===== config.mk =====
export PLATFORM = sky130hd
export DESIGN_NAME = varint_field_serializer
export DESIGN_NICKNAME = d
export VERILOG_FILES = /design/src/rtl/varint_field_serializer.sv
export SDC_FILE = /design/constraint.sdc
export NUM_CORES = 1
export LEC_CHECK = 0
export ABC_AREA = 1
export BUFFER_PORTS_ARGS = -buffer_cell sky130_fd_sc_hd__buf_2
export CAP_MARGIN = 30
export CORE_ASPECT_RATIO = 2
export CORE_UTILIZATION = 57
export DETAILED_ROUTE_END_ITERATION = 6
export PLACE_DENSITY = 0.84
export SYNTH_ARGS = -nofsm -noshare
export SYNTH_HDL_FRONTEND = slang
export SYNTH_SLANG_ARGS = --single-unit

===== constraint.sdc =====
create_clock -name clk -period 2.25 [get_ports clk]
set_input_delay 0.1125 -clock clk [delete_from_list [all_inputs] [get_ports clk]]
set_output_delay 0.1125 -clock clk [all_outputs]
set_load 0.01 [all_outputs]

===== src/rtl/varint_field_serializer.sv =====
// Fetches one field per table entry and emits it as a protobuf tag varint followed by a value varint.
// Optional: define VARINT_ZIGZAG_EN to encode field_type 2 as zigzag sint64; otherwise it is encoded as uint64.
module varint_field_serializer #(
    parameter int unsigned TIMEOUT_CYCLES = 1024,
    parameter int unsigned CNT_W          = 32
) (
    input  logic             clk,
    input  logic             reset,
    // in_entry packing: [95:67] field_id, [66:3] offset, [2] nested, [1:0] field_type
    input  logic [95:0]      in_entry,
    input  logic             in_entry_valid,
    input  logic [63:0]      cpp_base_addr,
    output logic             ser_ready,
    output logic             ser_done,
    output logic             mem_req_valid,
    output logic [63:0]      mem_req_addr,
    input  logic             mem_req_ready,
    input  logic             mem_resp_valid,
    input  logic [63:0]      mem_resp_data,
    output logic [7:0]       out_byte,
    output logic             out_byte_valid,
    input  logic             out_byte_ready,
    output logic [CNT_W-1:0] bytes_emitted,
    output logic             err
);

    typedef enum logic [2:0] {
        ST_IDLE,
        ST_MEM_REQ,
        ST_MEM_WAIT,
        ST_EMIT,
        ST_DONE
    } state_t;

    localparam bit          TO_EN   = (TIMEOUT_CYCLES != 0);
    localparam logic [31:0] TO_LAST = (TIMEOUT_CYCLES == 0) ? 32'd0 : TIMEOUT_CYCLES - 32'd1;

    state_t            r_state;
    state_t            w_state_next;
    logic [63:0]       r_addr;
    logic [28:0]       r_field_id;
    logic [1:0]        r_field_type;
    logic [31:0]       r_wait_cnt;
    logic [31:0]       r_tag;
    logic [63:0]       r_val;
    logic              r_in_tag;
    logic [CNT_W-1:0]  r_bytes;
    logic              r_err;

    logic [28:0]       w_field_id;
    logic [63:0]       w_offset;
    logic              w_nested;
    logic [1:0]        w_field_type;
    logic              w_accept;
    logic              w_xfer;
    logic              w_timeout;
    logic [63:0]       w_cond_val;
    logic [63:0]       w_cur;
    logic [63:0]       w_rest;
    logic              w_last;

    assign w_field_id   = in_entry[95:67];
    assign w_offset     = in_entry[66:3];
    assign w_nested     = in_entry[2];
    assign w_field_type = in_entry[1:0];

    assign w_accept  = (r_state == ST_IDLE) && in_entry_valid;
    assign w_xfer    = out_byte_valid && out_byte_ready;
    assign w_timeout = TO_EN && (r_wait_cnt == TO_LAST);

    always_comb begin
        case (r_field_type)
            2'd1:    w_cond_val = {32'd0, mem_resp_data[31:0]};
`ifdef VARINT_ZIGZAG_EN
            2'd2:    w_cond_val = {mem_resp_data[62:0], 1'b0} ^ {64{mem_resp_data[63]}};
`else
            2'd2:    w_cond_val = mem_resp_data;
`endif
            2'd3:    w_cond_val = {63'd0, mem_resp_data[0]};
            default: w_cond_val = mem_resp_data;
        endcase
    end

    // The active varint is whichever shift register is being drained; the
    // continuation bit is set while anything remains above the current group.
    assign w_cur  = r_in_tag ? {32'd0, r_tag} : r_val;
    assign w_rest = w_cur >> 7;
    assign w_last = (w_rest == 64'd0);

    always_ff @(posedge clk) begin
        if (!reset) begin
            r_state <= ST_IDLE;
        end else begin
            r_state <= w_state_next;
        end
    end

    always_comb begin
        w_state_next   = r_state;
        ser_ready      = 1'b0;
        ser_done       = 1'b0;
        mem_req_valid  = 1'b0;
        mem_req_addr   = 64'd0;
        out_byte       = 8'd0;
        out_byte_valid = 1'b0;
        case (r_state)
            ST_IDLE: begin
                ser_ready = 1'b1;
                if (in_entry_valid) begin
                    w_state_next = w_nested ? ST_DONE : ST_MEM_REQ;
                end
            end
            ST_MEM_REQ: begin
                mem_req_valid = 1'b1;
                mem_req_addr  = r_addr;
                if (mem_req_ready) begin
                    w_state_next = ST_MEM_WAIT;
                end
            end
            ST_MEM_WAIT: begin
                if (mem_resp_valid) begin
                    w_state_next = ST_EMIT;
                end else if (w_timeout) begin
                    w_state_next = ST_DONE;
                end
            end
            ST_EMIT: begin
                out_byte_valid = 1'b1;
                out_byte       = {~w_last, w_cur[6:0]};
                if (out_byte_ready && !r_in_tag && w_last) begin
                    w_state_next = ST_DONE;
                end
            end
            ST_DONE: begin
                ser_done     = 1'b1;
                w_state_next = ST_IDLE;
            end
            default: begin
                w_state_next = ST_IDLE;
            end
        endcase
    end

    always_ff @(posedge clk) begin
        if (!reset) begin
            r_addr       <= 64'd0;
            r_field_id   <= 29'd0;
            r_field_type <= 2'd0;
            r_wait_cnt   <= 32'd0;
            r_tag        <= 32'd0;
            r_val        <= 64'd0;
            r_in_tag     <= 1'b0;
            r_bytes      <= '0;
            r_err        <= 1'b0;
        end else begin
            if (w_accept) begin
                r_addr       <= cpp_base_addr + w_offset;
                r_field_id   <= w_field_id;
                r_field_type <= w_field_type;
            end

            if (r_state == ST_MEM_REQ) begin
                r_wait_cnt <= 32'd0;
            end else if (r_state == ST_MEM_WAIT) begin
                r_wait_cnt <= r_wait_cnt + 32'd1;
            end

            if (r_state == ST_MEM_WAIT && mem_resp_valid) begin
                r_tag    <= {r_field_id, 3'b000};
                r_val    <= w_cond_val;
                r_in_tag <= 1'b1;
            end else if (w_xfer) begin
                if (r_in_tag) begin
                    if (w_last) begin
                        r_in_tag <= 1'b0;
                    end else begin
                        r_tag <= w_rest[31:0];
                    end
                end else begin
                    r_val <= w_rest;
                end
            end

            if (w_xfer) begin
                r_bytes <= r_bytes + {{(CNT_W-1){1'b0}}, 1'b1};
            end

            if (r_state == ST_MEM_WAIT && !mem_resp_valid && w_timeout) begin
                r_err <= 1'b1;
            end
        end
    end

    assign bytes_emitted = r_bytes;
    assign err           = r_err;

endmodule

==> flow_metrics.tcl <==
set metrics [dict create \
    wire_per_inst_um 18.3 \
    status "finished, violations left" \
    hp-class "input pin to flop" \
    drcViolationCount 77 \
    synth_edf_count 0 \
    synth_area_um2 18200 \
    vias_per_cell 5.56 \
    syn_avg_cell_area_um2 5.88 \
    finalPower_mw 17.3 \
    synth-adder-area-share_pct 4.59 \
    r2r_slack_ns -0.57 \
    place_congestion 1.01 \
    grt_pass1_vias 21500 \
    pin_count 339 \
    hold_violations 0 \
    synth_fp_nets 3385 \
    muxShareOfSynthArea_pct 0 \
    yosysWarnings 0 \
    critical_path_class "flop to output pin" \
    synth_ff_type "dfxtp_1" \
    overflow 0 \
    synth_top_area_cell "dfxtp_1" \
    wl_um 72500 \
    rsz0062_at_grt "yes" \
    grt_max_degree 84 \
    ant_nets 0 \
    portBuffers 338 \
    mostFrequentLayoutCells "nand2_1, inv_1, buf_2" \
    seq_area_frac_synth_pct 28.7 \
    min_period_ns 2.95 \
    slowest_delay_ns 0.46 \
    post-route-period-util_pct 131 \
    core_area_um2 31400 \
    die_w_um 128 \
    timing.critical_path.mode_cell "nand2_2" \
    place_area_um2 20600 \
    initial_core_util_pct 57.8 \
    clkTransAtPathRegs_ns 0.06 \
    hp-start "in_entry[66]" \
    p_per_area_nw_per_um2 761 \
    grtUsageTotal_pct 42.0 \
    cts.sink_count 260 \
    path_buf_inv 3 \
    tritoncts "built" \
    dp_hpwl_um 50000 \
    p_leak_nw 12.1 \
    setup_ws_ns -0.701 \
    final_common_cell "nand2_1" \
    path_cells "buf_12 > nand2_2 > o21ai_0 > nor2_1 > nand4_1 > nor2_2 > nand3_4 > nand2_2 > inv_1 > buf_2" \
    cp-end-kind "output pin" \
    antenna_found_initial 5 \
    slew_headroom_pct 55.8 \
    synth-simple-area-share_pct 33.6 \
    max_freq_ghz 0.339 \
    dr_total_vias 22100 \
    cts_buffer_depth 3 \
    grt_pass1_wl_um 106000 \
    cp_slowest_cell "nand4_1" \
    finalSetupViolations 41 \
    synth_top_cell_area_share_pct 28.7 \
    reg2reg_from "r_in_tag" \
    synth.area.top_cells "dfxtp_1, nand2_1, inv_1, nor2_1, a21oi_1" \
    syn_inst 3089 \
    ys_types 46 \
    synth_xor_area_share_pct 2.70 \
    worst_ep_required_time_ns 2.14 \
    synth-compound-area-share_pct 14.1 \
    ys_ff_latch 260 \
    drt-initial-drc-count 2035 \
    cts_buffers 25 \
    arrival_ns 2.84 \
    timing.rr.end "r_tag[21]" \
    layout-drive-gt1-share_pct 15.6 \
    first_pass_iters 7 \
    htreeDepth 1 \
    maxSlewViolCount 0 \
    fin_skew_ns 0.0319 \
    whs_path_depth 6 \
    synth_top_family_by_area "simple AND/OR/NAND/NOR gates" \
    clockRootBuffer "clkbuf_16" \
    worst_pin_slew_ns 0.662 \
    rows 92 \
    nets 3824 \
    critPathTopFamily "simple AND/OR/NAND/NOR gates" \
    die_area_um2 32600 \
    die_h_um 254 \
    vdd_drop_max_v 0.000678 \
    violations "design-rule violations, negative setup slack" \
    syn2layout_area_growth_pct 25.3 \
    rr_worst_depth 12 \
    insertion_delay_ns 0.57 \
    start_kind "flop" \
    whs_endpoint "r_addr[63]" \
    async_flop_share_pct 0 \
    worstPathMaxFanout 17 \
    post-route-cell-area_um2 22800 \
    maxCapViolCount 0 \
]
-- worst register-to-register path, stage by stage, from the launching register on --
cell	delay [ns]
dfxtp_4	0.38
buf_12	0.16
nand2_2	0.13
o21ai_0	0.12
nor2_1	0.34
nand4_1	0.46
nor2_2	0.32
nand3_4	0.11
buf_4	0.17
nand2_8	0.13
buf_12	0.18
nand3_2	0.10
a21oi_2	0.16
-- registers in the layout (all words and copies together), names as in the netlist --
signal / cells
r_state: 3
r_addr: 64
r_field_id: 29
r_field_type: 2
r_wait_cnt: 32
r_in_tag: 1
r_val: 64
err: 1
r_tag: 32
bytes_emitted: 32
-- cell families (layout without fill, tap and decap cells) --
kind of cell,count (synthesis),after routing
xor gates and xnor gates,56,56
DFF,260,260
and+or+nand+nor,1456,1456
AOI/OAI and AO/OA,478,478
buffers and inverters,773,1228
adders and majority gates,66,66
other,0,4
-- layer usage --
layer / GRT usage [%] / wire length, um
met5: 0 / 13
met4: 40.7 / 8060
met3: 7.26 / 5630
met2: 76.8 / 36000
met1: 38.2 / 22800
-- synthesized netlist by cell type (all sizes together) (3+ instances only) --
cell type,count
a21oi,203
a221oi,5
a31oi,26
and2,3
buf,39
clkbuf,63
dfxtp,260
ha,65
inv,670
nand2,867
nand3,158
nand3b,7
nand4,31
nor2,314
nor3,58
nor3b,5
nor4,7
o21a,5
o21ai,190
o22ai,40
or2,4
xnor2,7
xor2,49
-- worst max path at each step --
stage | from | endpoint | slack [ns] | cells past startpoint
4_1_cts | r_in_tag | out_byte[7] | -0.02 | 11
3_5_place_dp | in_entry[3] | r_addr[62] | 0.04 | 17
3_3_place_gp | in_entry[3] | r_addr[46] | 0.05 | 17
5_1_grt | r_in_tag | out_byte[7] | -0.66 | 10
2_1_floorplan | in_entry[3] | r_addr[28] | 0.44 | 13
6_report | r_in_tag | out_byte[7] | -0.70 | 10
-- per-stage QoR --
stage	setup WS (ns)	cells	TNS (ns)	util [%]	hold slack [ns]
2_1_floorplan	0.441	3089	0	-	0.247
3_3_place_gp	0.0483	3810	0	65.5	0.340
3_5_place_dp	0.0359	3810	0	65.5	0.342
4_1_cts	-0.0226	3958	-0.0226	71.6	0.0121
5_1_grt	-0.659	3971	-17.39	72.4	0.0368
6_report	-0.701	3971	-17.53	72.4	0.0224
-- layout make-up --
type | count | area, um^2
clock buffers | 37 | 711
flip-flops and latches | 260 | 5210
well taps | 423 | 529
repair buffers | 513 | 3500
fillers | 2621 | 8670
inverters | 671 | 2530
multi-input cells | 2056 | 10200
diodes | 4 | 10.0
repair inverters | 1 | 7.51
clock inverters | 6 | 65.1
-- power breakdown --
part | internal (mW) | switching, mW | total, mW
Combinational | 2.35 | 4.79 | 7.14
Sequential | 5.51 | 0.427 | 5.93
Clock | 2.30 | 1.93 | 4.24
-- what timing repair did --
item / 4_1_cts / 5_1_grt
setup endpoints to repair: 1 / 65
gates resized for setup: 21 / 36
hold buffers: 99 / 0
pin swaps: 7 / 10
gates cloned: 2 / 2
endpoints found under the hold margin: 99 / 0
setup buffers: 4 / 7
Power figures use the tool's default switching activity.
